**src/rtl/uart_rx.sv**
```systemverilog
// UART receiver: 16x oversampled deframer feeding a first-word-fall-through RX FIFO with RTS flow control.
// Optional UART_RX_MAJORITY_VOTE_EN: each bit is the 2-of-3 vote of samples 6,7,8 instead of a single sample at 7.
module uart_rx #(
    parameter int DEPTH      = 8,
    parameter int RTS_MARGIN = 2
) (
    input  logic        clk,
    input  logic        rst,
    input  logic        rx_enable_i,
    input  logic        rx_i,
    output logic        rts_n_o,
    input  logic [15:0] baud_div_i,
    input  logic [3:0]  cfg_data_bits_i,
    input  logic        cfg_parity_i,
    input  logic        cfg_dstop_i,
    input  logic        cfg_flow_ctrl_i,
    input  logic        flush_i,
    input  logic        err_clr_i,
    output logic [8:0]  rx_d_o,
    output logic        rx_d_valid_o,
    input  logic        rx_d_ready_i,
    output logic        fifo_full_o,
    output logic        fifo_empty_o,
    output logic        parity_err_o,
    output logic        frame_err_o,
    output logic        overflow_err_o
);
    localparam int AW = $clog2(DEPTH);
    localparam int CW = AW + 1;

    typedef enum logic [2:0] {S_IDLE, S_START, S_DATA, S_PARITY, S_STOP, S_DSTOP} state_t;

    state_t      state_q, state_d;
    logic [1:0]  sync_q, sync_d;
    logic [15:0] baud_cnt_q, baud_cnt_d;
    logic [3:0]  sc_q, sc_d;
    logic [3:0]  nbits_q, nbits_d;
    logic        par_en_q, par_en_d;
    logic        dstop_q, dstop_d;
    logic [8:0]  shreg_q, shreg_d;
    logic [3:0]  bit_idx_q, bit_idx_d;
    logic        par_acc_q, par_acc_d;
    logic        perr_q, perr_d;
    logic        rxs, tick, last_tick, sample_evt, sample_bit;
    logic        push, set_perr, set_ferr;
    logic [8:0]  push_word;

    logic [8:0]    mem_q [DEPTH];
    logic [8:0]    mem_d [DEPTH];
    logic [AW-1:0] wr_ptr_q, wr_ptr_d, rd_ptr_q, rd_ptr_d;
    logic [CW-1:0] count_q, count_d;
    logic [8:0]    rx_d_q, rx_d_d;
    logic          valid_q, valid_d;
    logic          parity_err_q, parity_err_d;
    logic          frame_err_q, frame_err_d;
    logic          overflow_err_q, overflow_err_d;
    logic          rts_n_q, rts_n_d;
    logic          full, pop, do_push, do_pop, ovf_set;

    assign rxs       = sync_q[1];
    assign sync_d    = {sync_q[0], rx_i};
    assign tick      = (baud_cnt_q == baud_div_i);
    assign last_tick = tick && (sc_q == 4'd15);
    assign push_word = shreg_q >> (4'd9 - nbits_q);

`ifdef UART_RX_MAJORITY_VOTE_EN
    logic vote6_q, vote6_d, vote7_q, vote7_d;

    assign vote6_d    = (tick && sc_q == 4'd6) ? rxs : vote6_q;
    assign vote7_d    = (tick && sc_q == 4'd7) ? rxs : vote7_q;
    assign sample_evt = tick && (sc_q == 4'd8);
    assign sample_bit = (vote6_q & vote7_q) | (vote6_q & rxs) | (vote7_q & rxs);

    always_ff @(posedge clk or posedge rst) begin
        if (rst) begin
            vote6_q <= 1'b1;
            vote7_q <= 1'b1;
        end else begin
            vote6_q <= vote6_d;
            vote7_q <= vote7_d;
        end
    end
`else
    assign sample_evt = tick && (sc_q == 4'd7);
    assign sample_bit = rxs;
`endif

    always_comb begin
        state_d    = state_q;
        baud_cnt_d = tick ? 16'd0 : baud_cnt_q + 16'd1;
        sc_d       = tick ? sc_q + 4'd1 : sc_q;
        nbits_d    = nbits_q;
        par_en_d   = par_en_q;
        dstop_d    = dstop_q;
        shreg_d    = shreg_q;
        bit_idx_d  = bit_idx_q;
        par_acc_d  = par_acc_q;
        perr_d     = perr_q;
        push       = 1'b0;
        set_perr   = 1'b0;
        set_ferr   = 1'b0;
        case (state_q)
            S_IDLE: begin
                if (!rxs && rx_enable_i) begin
                    state_d    = S_START;
                    baud_cnt_d = '0;
                    sc_d       = '0;
                    nbits_d    = (cfg_data_bits_i >= 4'd5 && cfg_data_bits_i <= 4'd9) ?
                                 cfg_data_bits_i : 4'd8;
                    par_en_d   = cfg_parity_i;
                    dstop_d    = cfg_dstop_i;
                    shreg_d    = '0;
                    bit_idx_d  = '0;
                    par_acc_d  = 1'b0;
                    perr_d     = 1'b0;
                end
            end
            S_START: begin
                if (sample_evt && sample_bit) state_d = S_IDLE;
                else if (last_tick)           state_d = S_DATA;
            end
            S_DATA: begin
                if (sample_evt) begin
                    shreg_d   = {sample_bit, shreg_q[8:1]};
                    par_acc_d = par_acc_q ^ sample_bit;
                    bit_idx_d = bit_idx_q + 4'd1;
                end
                if (last_tick && bit_idx_q == nbits_q) state_d = par_en_q ? S_PARITY : S_STOP;
            end
            S_PARITY: begin
                if (sample_evt) perr_d = (sample_bit != par_acc_q);
                if (last_tick)  state_d = S_STOP;
            end
            S_STOP: begin
                // Leave mid-stop so the next start edge is caught with half a bit of slack.
                if (sample_evt) begin
                    if (!sample_bit)  set_ferr = 1'b1;
                    else if (!perr_q) push     = 1'b1;
                    else              set_perr = 1'b1;
                    state_d   = dstop_q ? S_DSTOP : S_IDLE;
                    bit_idx_d = '0;
                end
            end
            S_DSTOP: begin
                // bit_idx marks that the first stop bit has ended before sampling the second.
                if (last_tick) bit_idx_d = 4'd1;
                if (sample_evt && bit_idx_q == 4'd1) begin
                    if (!sample_bit) set_ferr = 1'b1;
                    state_d = S_IDLE;
                end
            end
            default: state_d = S_IDLE;
        endcase
    end

    always_comb begin
        full    = (count_q == CW'(DEPTH));
        pop     = valid_q && rx_d_ready_i;
        do_push = push && !flush_i && (!full || pop);
        do_pop  = pop && !flush_i;
        ovf_set = push && !flush_i && full && !pop;
        mem_d   = mem_q;
        if (do_push) mem_d[wr_ptr_q] = push_word;
        if (flush_i) begin
            wr_ptr_d = '0;
            rd_ptr_d = '0;
            count_d  = '0;
        end else begin
            wr_ptr_d = wr_ptr_q + AW'(do_push);
            rd_ptr_d = rd_ptr_q + AW'(do_pop);
            count_d  = count_q + CW'(do_push) - CW'(do_pop);
        end
        valid_d        = (count_d != '0);
        rx_d_d         = valid_d ? mem_d[rd_ptr_d] : 9'd0;
        parity_err_d   = (parity_err_q & ~err_clr_i) | set_perr;
        frame_err_d    = (frame_err_q & ~err_clr_i) | set_ferr;
        overflow_err_d = (overflow_err_q & ~err_clr_i) | ovf_set;
        rts_n_d        = cfg_flow_ctrl_i && (count_d >= CW'(DEPTH - RTS_MARGIN));
    end

    always_ff @(posedge clk or posedge rst) begin
        if (rst) begin
            state_q        <= S_IDLE;
            sync_q         <= 2'b11;
            baud_cnt_q     <= '0;
            sc_q           <= '0;
            nbits_q        <= 4'd8;
            par_en_q       <= 1'b0;
            dstop_q        <= 1'b0;
            shreg_q        <= '0;
            bit_idx_q      <= '0;
            par_acc_q      <= 1'b0;
            perr_q         <= 1'b0;
            for (int i = 0; i < DEPTH; i++) mem_q[i] <= '0;
            wr_ptr_q       <= '0;
            rd_ptr_q       <= '0;
            count_q        <= '0;
            rx_d_q         <= '0;
            valid_q        <= 1'b0;
            parity_err_q   <= 1'b0;
            frame_err_q    <= 1'b0;
            overflow_err_q <= 1'b0;
            rts_n_q        <= 1'b1;
        end else begin
            state_q        <= state_d;
            sync_q         <= sync_d;
            baud_cnt_q     <= baud_cnt_d;
            sc_q           <= sc_d;
            nbits_q        <= nbits_d;
            par_en_q       <= par_en_d;
            dstop_q        <= dstop_d;
            shreg_q        <= shreg_d;
            bit_idx_q      <= bit_idx_d;
            par_acc_q      <= par_acc_d;
            perr_q         <= perr_d;
            mem_q          <= mem_d;
            wr_ptr_q       <= wr_ptr_d;
            rd_ptr_q       <= rd_ptr_d;
            count_q        <= count_d;
            rx_d_q         <= rx_d_d;
            valid_q        <= valid_d;
            parity_err_q   <= parity_err_d;
            frame_err_q    <= frame_err_d;
            overflow_err_q <= overflow_err_d;
            rts_n_q        <= rts_n_d;
        end
    end

    assign rx_d_o         = rx_d_q;
    assign rx_d_valid_o   = valid_q;
    assign fifo_full_o    = full;
    assign fifo_empty_o   = (count_q == '0);
    assign parity_err_o   = parity_err_q;
    assign frame_err_o    = frame_err_q;
    assign overflow_err_o = overflow_err_q;
    assign rts_n_o        = rts_n_q;
endmodule

```
**config.mk**
```make
export PLATFORM = sky130hd
export DESIGN_NAME = uart_rx
export DESIGN_NICKNAME = d
export VERILOG_FILES = /design/src/rtl/uart_rx.sv
export SDC_FILE = /design/constraint.sdc
export NUM_CORES = 1
export LEC_CHECK = 0
export ABC_AREA = 1
export CAP_MARGIN = 20
export CELL_PAD_IN_SITES_DETAIL_PLACEMENT = 0
export CELL_PAD_IN_SITES_GLOBAL_PLACEMENT = 2
export CORE_MARGIN = 3
export CORE_UTILIZATION = 37
export DETAILED_ROUTE_END_ITERATION = 8
export DONT_BUFFER_PORTS = 1
export GPL_TIMING_DRIVEN = 0
export HOLD_SLACK_MARGIN = 0.12
export MAX_ROUTING_LAYER = met4
export PLACE_DENSITY_LB_ADDON = 0.1
export SLEW_MARGIN = 20
export SYNTH_ARGS = -nofsm -noshare
export SYNTH_HDL_FRONTEND = slang
export SYNTH_SLANG_ARGS = --single-unit
```
**constraint.sdc**
```tcl
create_clock -name clk -period 5.9 [get_ports clk]
set_input_delay 0.885 -clock clk [delete_from_list [all_inputs] [get_ports clk]]
set_output_delay 0.885 -clock clk [all_outputs]
set_load 0.05 [all_outputs]
```
==> run summary <==
RUN STATUS
----------------------------------------------------------------------------------------
Result of the run ......................................................... finished clean

STA
----------------------------------------------------------------------------------------
Count of final max-slew check failures ....................................            0
Slew at the pin closest to its max-slew limit .............................     0.916 ns
Max Clk Rate ..............................................................      254 MHz
Unrepaired setup endpoints after global routing ...........................           no
Portion of the clock cycle consumed by the worst path in the final layout .        66.6%
Clock Skews ...............................................................    0.0123 ns
Fin. Hold Viols ...........................................................            0
Clock period minus final worst setup slack ................................      3.93 ns
Sum of negative setup slack ...............................................         0 ns
Worst slew margin relative to its limit ...................................        38.7%
Final setup viols .........................................................            0

SETUP PATH
----------------------------------------------------------------------------------------
Maximum fanout count along the critical path ..............................           10
Setup Crit Path Kind ......................................................    in -> reg
End of the worst register-to-register path ................................ rx_d_o[0]$_DFF_PP0_
Arrival time reported for the critical path endpoint ......................      4.25 ns
R2r worst-path depth ......................................................           19
Critical Path Source Type ................................................. primary input
Category of the worst setup path capture point ............................     register
Register-to-register setup slack ..........................................      2.05 ns
Required time worst endpoint ..............................................      6.22 ns
Reg2Reg Launch Point ...................................................... count_q[2]$_DFF_PP0_

PLACED DESIGN
----------------------------------------------------------------------------------------
Detailed Place HPWL .......................................................    17,100 um
Global placer's final weighted congestion .................................        0.818
Count of input and output buffers .........................................            0

YOSYS
----------------------------------------------------------------------------------------
Count of state elements after synthesis ...................................          142
Portion of the post-synthesis area used by sequential elements ............        42.4%
Count of warnings emitted by yosys ........................................            0
Share of async-settable or async-resettable flops after synthesis .........         100%
Syn Inst Count ............................................................        1,146
Number of nets produced by synthesis ......................................        1,192
Most used flip-flop cell after synthesis .................................. sky130_fd_sc_hd__dfrtp_1
Post-synthesis cell type count ............................................           46
Post-synthesis cell area ..................................................     8390 um2
Synth Area per Inst .......................................................     7.32 um2
Post-synth EDFFs ..........................................................            0

POWER
----------------------------------------------------------------------------------------
Peak supply drop ..........................................................     0.181 mV
Overall power of the completed layout .....................................      3.21 mW
Clock power share .........................................................        32.5%
Logic gate share of total power ...........................................        30.6%
Sw frac ...................................................................        40.1%
Seq pwr share .............................................................        36.8%
Psw .......................................................................      1.29 mW
Internal ..................................................................      1.92 mW
Power density normalized to cell area .....................................   342 nW/um2
P_leak ....................................................................      4.70 nW

GLOBAL ROUTE
----------------------------------------------------------------------------------------
Number of antenna violations at the first check in global routing .........            0
Vias in the first global route ............................................        7,099
GRT Residual Overflow .....................................................            0
Global Route Usage Sum ....................................................        21.7%
Global-route wire length before repair ....................................    39,900 um
Pin count of the biggest net entering global routing ......................          101

ROUTING
----------------------------------------------------------------------------------------
Final wirelength ..........................................................    24,300 um
Post-detailed-route count of antenna-violating nets .......................            0
DRT iter0 DRCs ............................................................          428
Avg Vias per Cell .........................................................         4.95
Average routed wire per standard cell .....................................      16.7 um
Drt drc ...................................................................            0
Number of vias in the routed layout .......................................        7,231
Length of the first detailed-routing pass in iterations ...................            5

FLOORPLANNING
----------------------------------------------------------------------------------------
IO Pins ...................................................................           46
Std cell rows .............................................................           54
Core outline area .........................................................   22,000 um2
Die boundary height .......................................................       157 um
Initial cell density of the core ..........................................        38.1%
Die footprint .............................................................   24,500 um2
Die X .....................................................................       157 um

CLOCK NETWORK
----------------------------------------------------------------------------------------
Maximum number of buffers from clock root to sink .........................            2
Count of buffers added by post-CTS timing repair for setup ................            0
Post_cts resized ..........................................................            0
Clock transition at path regs .............................................      0.07 ns
Clk_lat worst skew ........................................................      0.44 ns
Total clock buffers created by CTS ........................................           17
TritonCTS clock tree ......................................................         done
Deepest level of the CTS H-tree ...........................................            4
Sink count of the clock tree ..............................................          142
Cts hold-fix bufs .........................................................            0
CTS Root Buffer Type ...................................................... sky130_fd_sc_hd__clkbuf_16

MIN PATH
----------------------------------------------------------------------------------------
Worst hold path class .....................................................  in -> async

CELLS AND AREA
----------------------------------------------------------------------------------------
Area used by sequential logic in the layout ...............................     3560 um2
Fin nets ..................................................................        1,214
Multi-input gate area in the final layout .................................     4050 um2
Area overhead of the layout relative to synthesis .........................        11.7%
Number of antenna repair diodes ...........................................            0
Fraction of final layout cells sized beyond drive strength 1 ..............        8.38%
Number of filler cells placed in the layout ...............................        2,342

JOB
----------------------------------------------------------------------------------------
Total of max-cap violations ...............................................            0

-- layer usage --
metal	up-vias	global-route usage (%)	share of wire, %
li1	3718	-	-
met1	3371	31.1	50
met2	123	32.7	45
met3	19	2.85	3.8
met4	0	5.13	1.0
met5	-	-	0
-- cell usage in the layout (no fill, tap or decap), types with 4 or more instances in the layout --
cell type and count:
sky130_fd_sc_hd__a21oi_1 42, sky130_fd_sc_hd__and2_1 37, sky130_fd_sc_hd__buf_2 10, sky130_fd_sc_hd__buf_6 9, sky130_fd_sc_hd__clkbuf_1 14, sky130_fd_sc_hd__clkbuf_16 17, sky130_fd_sc_hd__clkinv_1 4, sky130_fd_sc_hd__clkinv_2 6
sky130_fd_sc_hd__dfrtp_1 138, sky130_fd_sc_hd__dfstp_2 4, sky130_fd_sc_hd__ha_1 15, sky130_fd_sc_hd__inv_1 146, sky130_fd_sc_hd__inv_2 8, sky130_fd_sc_hd__nand2_1 356, sky130_fd_sc_hd__nand2_2 5, sky130_fd_sc_hd__nand3_1 117
sky130_fd_sc_hd__nand3_4 4, sky130_fd_sc_hd__nand3b_1 9, sky130_fd_sc_hd__nand4_1 39, sky130_fd_sc_hd__nor2_1 73, sky130_fd_sc_hd__nor2_4 4, sky130_fd_sc_hd__nor3_1 15, sky130_fd_sc_hd__nor3_2 4, sky130_fd_sc_hd__o21a_1 9
sky130_fd_sc_hd__o21ai_0 30, sky130_fd_sc_hd__o22ai_1 8, sky130_fd_sc_hd__or2_2 4, sky130_fd_sc_hd__xor2_1 4
-- state kept, by name, summed over array words and instances (netlist names), 4 cells and up --
name        count
rx_d_o          9
bit_idx_q       4
count_q         4
mem_q          72
sc_q            4
shreg_q         9
baud_cnt_q     16
nbits_q         4
-- power by group through the flow --
stage / logic, mW / clock network (mW) / registers, mW
after floorplan: 0.691 / 0 / 1.18
after global placement: 0.974 / 0 / 1.20
after detailed placement: 0.988 / 0 / 1.20
after CTS: 0.992 / 1.07 / 1.18
after global routing: 1.11 / 1.11 / 1.20
final: 0.984 / 1.04 / 1.18
-- how the worst max path moves through the flow --
| stage | startpoint | to | cells past startpoint |
|---|---|---|---|
| after global routing | flush_i | rx_d_o[0]$_DFF_PP0_ | 16 |
| after detailed placement | flush_i | rx_d_o[0]$_DFF_PP0_ | 15 |
| after CTS | flush_i | rx_d_o[0]$_DFF_PP0_ | 15 |
| after floorplan | rst | baud_cnt_q[0]$_DFF_PP0_ | 1 |
| final | flush_i | rx_d_o[0]$_DFF_PP0_ | 15 |
| after global placement | rst | rx_d_o[4]$_DFF_PP0_ | 1 |
-- Yosys cell counts (2+ instances only) --
library cell,n,area [um2]
sky130_fd_sc_hd__o32ai_1,2,17.5
sky130_fd_sc_hd__nor2_8,2,40.0
sky130_fd_sc_hd__mux2i_1,3,30.0
sky130_fd_sc_hd__inv_1,147,552
sky130_fd_sc_hd__buf_6,8,90.1
sky130_fd_sc_hd__xor2_1,4,35.0
sky130_fd_sc_hd__buf_2,10,50.1
sky130_fd_sc_hd__nor2_1,73,274
sky130_fd_sc_hd__clkinv_1,4,15.0
sky130_fd_sc_hd__buf_1,3,11.3
sky130_fd_sc_hd__dfstp_2,4,105
sky130_fd_sc_hd__xnor2_1,2,17.5
sky130_fd_sc_hd__nand3b_1,9,67.6
sky130_fd_sc_hd__o21a_1,9,67.6
sky130_fd_sc_hd__a31oi_1,2,12.5
sky130_fd_sc_hd__a21boi_0,2,15.0
sky130_fd_sc_hd__nand3_4,4,70.1
sky130_fd_sc_hd__nor2_2,2,12.5
sky130_fd_sc_hd__nand3_1,117,586
sky130_fd_sc_hd__nand4_2,2,25.0
sky130_fd_sc_hd__nand2_2,5,31.3
sky130_fd_sc_hd__nor4_1,2,12.5
sky130_fd_sc_hd__nor3b_1,3,22.5
sky130_fd_sc_hd__o21ai_1,3,15.0
sky130_fd_sc_hd__o21ai_0,30,150
sky130_fd_sc_hd__nand2_1,356,1340
sky130_fd_sc_hd__nor3_1,18,90.1
sky130_fd_sc_hd__a21oi_1,42,210
sky130_fd_sc_hd__or2_2,4,25.0
sky130_fd_sc_hd__clkbuf_1,14,52.6
sky130_fd_sc_hd__nand4_1,39,244
sky130_fd_sc_hd__o22ai_1,8,50.1
sky130_fd_sc_hd__and2_1,37,231
sky130_fd_sc_hd__ha_1,15,188
sky130_fd_sc_hd__o31ai_1,3,22.5
sky130_fd_sc_hd__inv_2,8,30.0
sky130_fd_sc_hd__dfrtp_1,138,3450
sky130_fd_sc_hd__nor2_4,4,45.0
-- cell type report --
cell class | instances | share of cell area [%]
multi-input cells | 809 | 43.2
flip-flops and latches | 142 | 37.9
inverters | 159 | 6.44
clock buffers | 18 | 4.68
well taps | 280 | 3.74
plain buffers | 36 | 2.25
clock inverters | 14 | 1.25
repair buffers | 3 | 0.494
-- kinds of logic (layout without fill, tap and decap cells) --
logic type	count (synthesis)	in the layout	synth area share [%]
flip-flops	142	142	42.4
AO/OA/AOI/OAI	104	104	6.96
buffers and inverters	195	230	9.63
multiplexers	3	3	0.358
XOR/XNOR	6	6	0.626
AND/OR/NAND/NOR	680	680	37.5
adder cells (fa/ha/maj)	16	16	2.48
-- worst max-delay path, cell delays in order --
cell and delay, ns:
sky130_fd_sc_hd__clkbuf_1 0.28, sky130_fd_sc_hd__nor3_4 0.55, sky130_fd_sc_hd__nand4_2 0.24, sky130_fd_sc_hd__buf_6 0.20, sky130_fd_sc_hd__buf_6 0.15, sky130_fd_sc_hd__ha_1 0.28, sky130_fd_sc_hd__inv_1 0.04, sky130_fd_sc_hd__ha_1 0.20
sky130_fd_sc_hd__fa_1 0.46, sky130_fd_sc_hd__inv_1 0.07, sky130_fd_sc_hd__nor2_1 0.05, sky130_fd_sc_hd__nor3_1 0.20, sky130_fd_sc_hd__nand2_1 0.31, sky130_fd_sc_hd__nand2_1 0.25, sky130_fd_sc_hd__nor2_1 0.07
-- stage by stage --
stage / worst slack (ns) / std cells / util, % / hold slack [ns] / cell area [um2]
floorplan: 1.21 / 1146 / - / 0.345 / 8390
global placement: -0.746 / 1426 / 39.7 / 0.368 / 8740
detailed placement: 1.47 / 1429 / 40.0 / 0.365 / 8820
CTS: 1.91 / 1461 / 42.6 / 0.289 / 9380
global route: 1.65 / 1461 / 42.6 / 0.301 / 9380
finish: 1.97 / 1461 / 42.6 / 0.286 / 9380
No activity file was read; power rests on OpenSTA's default activity.
